===== src/rtl/dual_cnt_dn_if.sv =====
// Enable/count bundle between the traffic-light controller (master) and
// the dual countdown timer (slave).
interface dual_cnt_dn_if;
    logic       g1_en;
    logic       g2_en;
    logic [7:0] g1_cnt;
    logic [7:0] g2_cnt;
    logic       clk_cnt_dn;
    logic       tick_1s;
    logic       g1_done;
    logic       g2_done;

    modport master (
        output g1_en, g2_en,
        input  g1_cnt, g2_cnt, clk_cnt_dn, tick_1s, g1_done, g2_done
    );

    modport slave (
        input  g1_en, g2_en,
        output g1_cnt, g2_cnt, clk_cnt_dn, tick_1s, g1_done, g2_done
    );
endinterface


===== src/rtl/dual_cnt_dn.sv =====
// Countdown-timer companion to the two-road traffic-light controller: one shared
// 1 s prescaler, a 1 Hz blink wave and two saturating 8-bit seconds counters.
module dual_cnt_dn #(
    parameter int         DIV  = 1000,
    parameter logic [7:0] LOAD = 8'd28
) (
    input  logic         clk_fst,
    input  logic         rst_n,
    dual_cnt_dn_if.slave bus
);

    localparam int             PW       = $clog2(DIV);
    localparam logic [PW-1:0]  PRE_MAX  = PW'(DIV - 1);
    localparam logic [PW-1:0]  PRE_HALF = PW'(DIV / 2 - 1);

    logic [PW-1:0] pre;
    logic          wrap;
    logic          blink_q;
    logic          tick_q;
    logic [7:0]    g1_cnt_q;
    logic [7:0]    g2_cnt_q;
    logic [7:0]    g1_next;
    logic [7:0]    g2_next;
    logic          g1_done_q;
    logic          g2_done_q;

    assign wrap = (pre == PRE_MAX);

    // Free-running prescaler; the blink wave toggles at mid-second and at wrap.
    always_ff @(posedge clk_fst or negedge rst_n) begin
        if (!rst_n) begin
            pre     <= '0;
            blink_q <= 1'b0;
            tick_q  <= 1'b0;
        end else begin
            pre     <= wrap ? '0 : pre + PW'(1);
            tick_q  <= wrap;
            if (wrap || (pre == PRE_HALF)) begin
                blink_q <= ~blink_q;
            end
        end
    end

    // A low enable reloads before anything else, so an enable falling on a wrap edge reloads.
    always_comb begin
        g1_next = g1_cnt_q;
        g2_next = g2_cnt_q;
        if (!bus.g1_en) begin
            g1_next = LOAD;
        end else if (wrap && (g1_cnt_q != 8'd0)) begin
            g1_next = g1_cnt_q - 8'd1;
        end
        if (!bus.g2_en) begin
            g2_next = LOAD;
        end else if (wrap && (g2_cnt_q != 8'd0)) begin
            g2_next = g2_cnt_q - 8'd1;
        end
    end

    always_ff @(posedge clk_fst or negedge rst_n) begin
        if (!rst_n) begin
            g1_cnt_q  <= LOAD;
            g2_cnt_q  <= LOAD;
            g1_done_q <= 1'b0;
            g2_done_q <= 1'b0;
        end else begin
            g1_cnt_q  <= g1_next;
            g2_cnt_q  <= g2_next;
            g1_done_q <= bus.g1_en && (g1_next == 8'd0);
            g2_done_q <= bus.g2_en && (g2_next == 8'd0);
        end
    end

    assign bus.g1_cnt     = g1_cnt_q;
    assign bus.g2_cnt     = g2_cnt_q;
    assign bus.clk_cnt_dn = blink_q;
    assign bus.tick_1s    = tick_q;
    assign bus.g1_done    = g1_done_q;
    assign bus.g2_done    = g2_done_q;

endmodule

===== src/flat_wrapper.sv =====
// flat-port wrapper written by rule: the top's interface ports become plain ports
module dual_cnt_dn_flat 
#(
    parameter int         DIV  = 1000,
    parameter logic [7:0] LOAD = 8'd28
)
  (clk_fst, rst_n, bus_g1_en, bus_g2_en, bus_g1_cnt, bus_g2_cnt, bus_clk_cnt_dn, bus_tick_1s, bus_g1_done, bus_g2_done);
  dual_cnt_dn_if bus_i ();
  input  logic clk_fst;
  input  logic rst_n;
  input wire logic [$bits(bus_i.g1_en)-1:0] bus_g1_en;
  input wire logic [$bits(bus_i.g2_en)-1:0] bus_g2_en;
  output wire logic [$bits(bus_i.g1_cnt)-1:0] bus_g1_cnt;
  output wire logic [$bits(bus_i.g2_cnt)-1:0] bus_g2_cnt;
  output wire logic [$bits(bus_i.clk_cnt_dn)-1:0] bus_clk_cnt_dn;
  output wire logic [$bits(bus_i.tick_1s)-1:0] bus_tick_1s;
  output wire logic [$bits(bus_i.g1_done)-1:0] bus_g1_done;
  output wire logic [$bits(bus_i.g2_done)-1:0] bus_g2_done;
  assign bus_i.g1_en = bus_g1_en;
  assign bus_i.g2_en = bus_g2_en;
  assign bus_g1_cnt = bus_i.g1_cnt;
  assign bus_g2_cnt = bus_i.g2_cnt;
  assign bus_clk_cnt_dn = bus_i.clk_cnt_dn;
  assign bus_tick_1s = bus_i.tick_1s;
  assign bus_g1_done = bus_i.g1_done;
  assign bus_g2_done = bus_i.g2_done;
  dual_cnt_dn #(.DIV(DIV), .LOAD(LOAD)) u_core (.clk_fst(clk_fst), .rst_n(rst_n), .bus(bus_i));
endmodule

===== config.mk =====
export PLATFORM = sky130hd
export DESIGN_NAME = dual_cnt_dn_flat
export DESIGN_NICKNAME = d
export VERILOG_FILES = /design/src/rtl/dual_cnt_dn_if.sv /design/src/rtl/dual_cnt_dn.sv /design/src/flat_wrapper.sv
export SDC_FILE = /design/constraint.sdc
export NUM_CORES = 1
export LEC_CHECK = 0
export CORE_ASPECT_RATIO = 1.25
export CORE_MARGIN = 5
export CORE_UTILIZATION = 57
export CTS_CLUSTER_DIAMETER = 100
export DETAILED_ROUTE_END_ITERATION = 8
export PLACE_DENSITY = 0.83
export SYNTH_ARGS = -nofsm -noshare
export SYNTH_HDL_FRONTEND = slang
export SYNTH_SLANG_ARGS = --single-unit
export TNS_END_PERCENT = 100

===== constraint.sdc =====
create_clock -name clk_fst -period 5.6 [get_ports clk_fst]
set_input_delay 0.84 -clock clk_fst [delete_from_list [all_inputs] [get_ports clk_fst]]
set_output_delay 0.84 -clock clk_fst [all_outputs]
set_load 0.02 [all_outputs]

After elaboration in Yosys (flattened, before gate mapping)
Cells that the tools add are included.
W data, S select, Z words.
{"block": "word_totals", "reg_bits": 30, "latch_bits": 0, "ramBits": 0, "romBits": 0, "inputBits": 4, "out_inout_bits": 20, "wordCells": 27, "memories": 0}
{"block": "op_classes", "addsub": 3, "mul": 0, "div": 0, "order_cmp": 0, "eq_ne": 2, "shift": 0, "mux": 5, "n_bitwise": 1, "n_reduce_logical": 9}
{"cell": "$mux W8", "count": 4}
{"cell": "$logic_not A8 Y1", "count": 2}
{"cell": "$reduce_bool A8 Y1", "count": 2}
{"cell": "$sub A8 B1 Y8 const B", "count": 2}
{"cell": "$add A10 B1 Y10 const B", "count": 1}
{"cell": "$eq A10 B10 Y1 const B", "count": 1}
{"cell": "$eq A10 B9 Y1 const B", "count": 1}
{"cell": "$mux W10", "count": 1}
{"cell": "$logic_and A1 B1 Y1", "count": 4}
{"cell": "$logic_or A1 B1 Y1", "count": 1}
{"cell": "$not A1 Y1", "count": 1}

Depth between registers and ports, before layout
Gate-level depths: netlist of the first run.
{"block": "depth", "word_depth": 6, "ltp_mapped": 8}

Worst setup path before layout of the first run
OpenSTA, ideal clock, no wires.
{"block": "synth_timing", "path_kind": "reg-to-reg", "from": "register u_core.g2_cnt_q[5] (netlist: u_core.bus.g2_cnt[5])", "to": "register u_core.g2_done_q (netlist: u_core.bus.g2_done)", "arrival_ns": 2.214, "required_ns": 5.504, "slack_ns": 3.290, "path_stages_with_launch": 8, "path_buffers": 1, "cell_sequence": "dfrtp_1 or4_4 or4b_4 and2_4 buf_6 nor2_4 a41oi_2 nor4_2"}
{"block": "synth_between", "elab_chain_cells": 6, "elab_cells_between_ends": 7, "cone_classes": "add/sub (1); mux (2); reduce/logical (4)"}
{"item": "from (decl)", "line_no": "dual_cnt_dn.sv:21", "rtl": "logic [7:0] g2_cnt_q;"}
{"item": "from (signal assigned)", "line_no": "dual_cnt_dn.sv:68", "rtl": "g2_cnt_q <= g2_next;"}
{"item": "parallel branches: the longest is 2 deep, another holds $sub A8 B1 Y8"}
{"item": "$mux W8 *", "line_no": "dual_cnt_dn.sv:55", "rtl": "end else if (wrap && (g2_cnt_q != 8'd0)) begin"}
{"item": "$mux W8 *", "line_no": "dual_cnt_dn.sv:53", "rtl": "if (!bus.g2_en) begin"}
{"item": "$logic_not A8 Y1 *", "line_no": "dual_cnt_dn.sv:70", "rtl": "g2_done_q <= bus.g2_en && (g2_next == 8'd0);"}
{"item": "$logic_and A1 B1 Y1 *", "line_no": "dual_cnt_dn.sv:70"}
{"item": "to (signal assigned)", "line_no": "dual_cnt_dn.sv:70"}
{"item": "to (decl)", "line_no": "dual_cnt_dn.sv:25", "rtl": "logic g2_done_q;"}
Mark *: on every way between the ends.
A chain may end at the register's enable or synchronous reset.

Worst setup path in the final report of the first run
{"block": "layout_timing", "from": "register u_core.g2_cnt_q[2] (netlist: u_core.bus.g2_cnt[2])", "to": "output bus_g2_cnt[2]"}
{"item": "to (decl)", "line_no": "flat_wrapper.sv:14", "rtl": "output wire logic [$bits(bus_i.g2_cnt)-1:0] bus_g2_cnt;"}
No word-level cell between the ends.

==> impl_metrics.toml, run 1 <==
[status]
outcome = "completed"

[route]
routed_wl_mm = 3.172
initialDrtViolationCount = 27
post_drt_wl_per_cell_um = 14.89
antenna_left = 0
vias = 1179
viasPerCell = 5.535
drcViolationCount = 0
first_pass_iters = 4

[place]
dp.cells = 205
place.gp.congestion = 0.8364
dp_worst_setup_slack_ns = 3.228
portBuffers = 23
dp_hpwl_mm = 2.263

[logic_synthesis]
synth_ff_type = "dfrtp_1"
async_flop_share_pct = 100.0
syn-instance-count = 152
synth_fp_nets = 161
syn_area_per_cell_um2 = 10.63
synthDistinctLibCells = 40
synthesis.area_um2 = 1615
synth_edf_count = 0
seq_area_frac_synth_pct = 46.94
synth_warnings = 0
ys_ff_latch = 30

[power_and_ir_drop]
p_seq_share_pct = 54.9
combPwrFrac_pct = 2.2
p_sw_share_pct = 20.95
pwr_density_cell_nw_per_um2 = 205.5
power.internal_uw = 312.0
leakage_nw = 0.8157
ir_drop_uv = 198.2
clock_power_share_pct = 42.9
p_switching_uw = 82.67

[sta]
setup_slack_ns = 3.160
fin_tns_setup_ns = 0
fin_crit_sh_pct = 43.58
max_freq_mhz = 409.8
skew_ns = 0.01217
finalSetupViolCount = 0
period_needed_ns = 2.440
tightest_slew_ns = 0.4719
final_hold_viol_count = 0
rsz0062_at_grt = "no"
drv_slew = 0
max_slew_margin_pct = 67.73

[min_path]
min_path_type = "reg2reg"
min_from = "u_core.pre[0]"

[critical_path]
start_kind = "register"
path_buf_inv = 1
criticalPathCategory = "reg2out"
cp_slowest_stage_delay_ns = 0.64
critPathSlowestCell = "clkdlybuf4s50_1"
crit_chain = "clkdlybuf4s50_1"
required_ns = 4.76
crit_family = "buffers and inverters"
worstPathArrival_ns = 1.60
startpoint = "u_core.bus.g2_cnt[2]"
crit_fanout = 8
reg2reg_from = "u_core.bus.g2_cnt[5]"
endpoint_kind = "primary output"

[cts]
cts_tree = "done"
clockRootBuffer = "clkbuf_4"
clk_latency_ns = 0.34
clkSlewWorstSetupHoldPaths_ns = 0.09
cts_setup_buffers = 0
hold_buffers = 0
cts_max_level = 2
cts_buffers = 5
clk_path_buf_depth = 2
ctsResizeCount = 0
cts.sinks = 30

[global_route]
gr-total-overflow = 0
met3_usage_pct = 7.076
use_met2_pct = 30.65
busiest_layer = "met2"
grt_pass1_wl_mm = 5.637
grt_pass1_vias = 1232
grt_usage_pct = 18.27
grt_max_degree = 31
use_met1_pct = 19.71
antenna_found_initial = 0

[floorplan]
die_w_um = 57.62
start_util_pct = 59.69
die-area_um2 = 4005
ioPinCount = 24
core_area_um2 = 2706
rows = 21
fp.dieH_um = 69.52

[final_layout]
area_growth_pct = 18.90
n_antenna_cell = 0
drive_gt1_share_pct = 13.97
layout.nets = 187
stdcell_count = 213

[run]
cap_violations = 0
sequential cells by signal, indices dropped and copies added, names as in the netlist:
register and cells:
u_core.bus.tick_1s 1, u_core.pre 10, u_core.bus.g2_done 1, u_core.bus.g1_done 1, u_core.bus.g1_cnt 8, u_core.bus.g2_cnt 8, u_core.bus.clk_cnt_dn 1
per-layer routing:
layer | vias to the layer above | share of wire [%]
met2 | 18 | 53
met4 | 0 | 1.6
met3 | 4 | 4.4
li1 | 580 | -
met1 | 577 | 41
met5 | - | 0
synth_stat cells (3+ instances only):
cell / instances / area, um^2
dfrtp_1: 24 / 600.6
a21oi_1: 4 / 20.02
nor2b_1: 5 / 31.28
nand3_1: 9 / 45.04
and3_1: 4 / 25.02
clkbuf_1: 3 / 11.26
nor2_1: 11 / 41.29
nand4b_1: 3 / 26.28
xnor2_1: 7 / 61.31
inv_1: 6 / 22.52
nand2_1: 11 / 41.29
xor2_1: 13 / 113.9
dfstp_2: 6 / 157.7
nand4_1: 4 / 25.02
nor3_1: 5 / 25.02
ha_1: 5 / 62.56
and2_1: 5 / 31.28
cells by family (layout without fill, tap and decap cells):
kind of cell / Yosys count / after routing / share of synthesized area, %
AO/OA/AOI/OAI: 14 / 14 / 6.585
XOR/XNOR: 20 / 20 / 10.84
adder cells (fa/ha/maj): 5 / 5 / 3.873
buffers and inverters: 12 / 39 / 5.112
flip-flops: 30 / 30 / 46.94
multiplexers: 1 / 1 / 0.6197
AND/OR/NAND/NOR: 70 / 70 / 26.03
metrics by stage:
stage	utilization (%)	cell area, um^2	power, mW	hold slack (ns)
floorplan	-	1615	0.2224	0.4553
global placement	68.10	1843	0.2296	0.4565
detailed placement	68.10	1843	0.2298	0.4823
CTS	70.97	1921	0.3990	0.4995
global route	70.97	1921	0.4115	0.5179
finish	70.97	1921	0.3946	0.4921
layout make-up:
class | count | area (um^2)
fillers | 202 | 785.8
multi-input cells | 110 | 774.5
flip-flops and latches | 30 | 758.2
repair buffers | 25 | 245.2
well taps | 34 | 42.54
clock inverters | 3 | 40.04
clock buffers | 5 | 37.54
inverters | 6 | 22.52
power groups by stage:
stage | clock network (mW) | logic (mW) | registers, mW
final | 0.169 | 0.00868 | 0.217
after global routing | 0.185 | 0.00992 | 0.217
after CTS | 0.173 | 0.00906 | 0.217
after detailed placement | 0 | 0.00902 | 0.221
after global placement | 0 | 0.00883 | 0.221
after floorplan | 0 | 0.00152 | 0.221
worst paths after layout:
path,slack (ns),endpoint,depth (start not counted)
worst max-delay path,3.16,bus_g2_cnt[2],1
worst min-delay path,0.49,u_core.pre[0],1
worst max register to register,3.21,u_core.bus.g2_done,6
worst min register to register,0.49,u_core.pre[0],1
max in group asynchronous,4.42,u_core.bus.g2_cnt[2],2
min in group asynchronous,0.87,u_core.bus.g2_cnt[5],2
cells in the final DEF (no fill, tap or decap), types with 5 or more instances in the layout:
| cell type | count |
|---|---|
| nand2_1 | 11 |
| xnor2_1 | 7 |
| and2_1 | 5 |
| nor3_1 | 5 |
| inv_1 | 6 |
| clkdlybuf4s50_1 | 23 |
| dfstp_2 | 6 |
| ha_1 | 5 |
| nand3_1 | 9 |
| dfrtp_1 | 24 |
| clkbuf_4 | 5 |
| nor2_1 | 11 |
| xor2_1 | 13 |
| nor2b_1 | 5 |
No activity file was read; power rests on OpenSTA's default activity.
==> inputs of run 2 (changes only) <==
--- a/config.mk
+++ b/config.mk
@@ -7,10 +7,10 @@
 export LEC_CHECK = 0
 export CORE_ASPECT_RATIO = 1.25
 export CORE_MARGIN = 5
-export CORE_UTILIZATION = 57
+export CORE_UTILIZATION = 53
 export CTS_CLUSTER_DIAMETER = 100
 export DETAILED_ROUTE_END_ITERATION = 8
-export PLACE_DENSITY = 0.83
+export PLACE_DENSITY = 0.78
 export SYNTH_ARGS = -nofsm -noshare
 export SYNTH_HDL_FRONTEND = slang
 export SYNTH_SLANG_ARGS = --single-unit
==> constraint.sdc (replaced) <==
create_clock -name clk_fst -period 2.25 [get_ports clk_fst]
set_input_delay 0.3375 -clock clk_fst [delete_from_list [all_inputs] [get_ports clk_fst]]
set_output_delay 0.3375 -clock clk_fst [all_outputs]
set_load 0.02 [all_outputs]
==> run 2 against run 1 <==
Compared with the run above:
- worst setup slack got worse by 3.1 ns
- total power increased by 120%
- sequential power increased by 150%
- worst hold slack got worse by 0.11 ns
- design area increased by 4.6%
- count of clock-buffer cells in the layout increased by 1
- cell count increased by 6.1%
- critical path depth increased by 5
==> impl_metrics.toml, run 2 (synthesis gave the netlist of run 1 again) <==
[route]
first_pass_iters = 4
antenna_left = 0
vias = 1238
drcViolationCount = 0
initialDrtViolationCount = 57
viasPerCell = 5.478
post_drt_wl_per_cell_um = 13.52
routed_wl_mm = 3.056

[final_layout]
final_util_pct = 68.18
postLayoutCellArea_um2 = 2008
largest_register_ffs = 10
area_growth_pct = 24.32
layout.nets = 198
regMostFlops = "u_core.pre"
stdcell_count = 226
n_antenna_cell = 0
drive_gt1_share_pct = 20.53
layout_common_cells = "clkdlybuf4s50_1, dfrtp_1, xor2_1"

[place]
portBuffers = 23
dpl-instance-area_um2 = 1897
dp_hpwl_mm = 2.216
place.gp.congestion = 0.9466
dp_worst_setup_slack_ns = -0.03870
dp.cells = 212

[sta]
setup_slack_ns = 0.01320
max_freq_mhz = 447.1
max_slew_margin_pct = 65.96
drv_slew = 0
skew_ns = 0.01202
fin_tns_setup_ns = 0
period_needed_ns = 2.237
rsz0062_at_grt = "yes"
fin_crit_sh_pct = 99.41
tightest_slew_ns = 0.4978
finalSetupViolCount = 0
final_hold_viol_count = 0
whs_ns = 0.3837

[power_and_ir_drop]
leakage_nw = 0.8674
pwr_density_cell_nw_per_um2 = 425.8
power.internal_uw = 665.3
total_power_uw = 855.1
p_switching_uw = 189.8
p_seq_share_pct = 63.1
clock_power_share_pct = 34.4
ir_drop_uv = 448.5
combPwrFrac_pct = 2.5
p_sw_share_pct = 22.20

[global_route]
gr-total-overflow = 0
grt_pass1_wl_mm = 4.981
grt_usage_pct = 15.40
antenna_found_initial = 0
grt_pass1_vias = 1197
grt_max_degree = 31

[floorplan]
fp.dieH_um = 71.73
core_area_um2 = 2945
ioPinCount = 24
die_w_um = 59.38
die-area_um2 = 4259
start_util_pct = 54.84
rows = 22

[cts]
cts_buffers = 5
hold_buffers = 0
clk_path_buf_depth = 2
cts.sinks = 30
clkSlewWorstSetupHoldPaths_ns = 0.10
clk_latency_ns = 0.33
cts_tree = "done"
clockRootBuffer = "clkbuf_4"
cts_max_level = 2

[critical_path]
endpoint_kind = "register"
required_ns = 2.49
r2r_cells = 6
criticalPathCategory = "reg2reg"
start_kind = "register"
worstPathArrival_ns = 2.48
crit_fanout = 6

[min_path]
min_path_type = "in2async"

[status]
outcome = "completed"

[run]
cap_violations = 0
-- run 2: final timing paths --
check	start	to	slack [ns]
worst max-delay path	u_core.bus.g2_cnt[3]	u_core.bus.g2_done	0.01
worst min-delay path	rst_n	u_core.pre[8]	0.38
worst max register to register	u_core.bus.g2_cnt[3]	u_core.bus.g2_done	0.01
worst min register to register	u_core.bus.clk_cnt_dn	u_core.bus.clk_cnt_dn	0.48
max in group asynchronous	rst_n	u_core.bus.g2_cnt[4]	1.56
min in group clk_fst	u_core.bus.clk_cnt_dn	u_core.bus.clk_cnt_dn	0.48
-- run 2: cell type report --
class	count	area, um^2
multi-input cells	110	789.5
flip-flops and latches	30	759.5
inverters	6	22.52
well taps	36	45.04
clock inverters	2	10.01
repair buffers	36	340.3
clock buffers	6	41.29
fillers	239	937.1
-- run 2: worst max-delay path, cell delays in order (launching register included) --
cell     delay, ns
dfstp_2       0.38
or4_4         0.53
or4b_4        0.54
nand4_1       0.13
xor2_1        0.21
nand3_1       0.12
nor4_2        0.24
-- run 2: power by group through the flow --
stage | combinational, mW | sequential, mW | clock, mW
6_report | 0.0215 | 0.539 | 0.294
2_1_floorplan | 0.00376 | 0.550 | 0
5_1_grt | 0.0249 | 0.540 | 0.341
4_1_cts | 0.0224 | 0.539 | 0.315
3_3_place_gp | 0.0222 | 0.549 | 0
3_5_place_dp | 0.0224 | 0.549 | 0
-- run 2: what timing repair did --
action,in CTS,in global routing
gates resized for setup,0,1
endpoints found under the setup margin,1,4
hold endpoints to repair,0,0
buffers inserted,0,6
pin swaps,1,1
-- run 2: routing by layer --
metal,share of wire [%],track usage [%],wire length (um)
met4,1.8,7.557,54
met3,4.9,5.225,150
met2,53,26.85,1612
met5,0,0,0
met1,41,16.00,1239
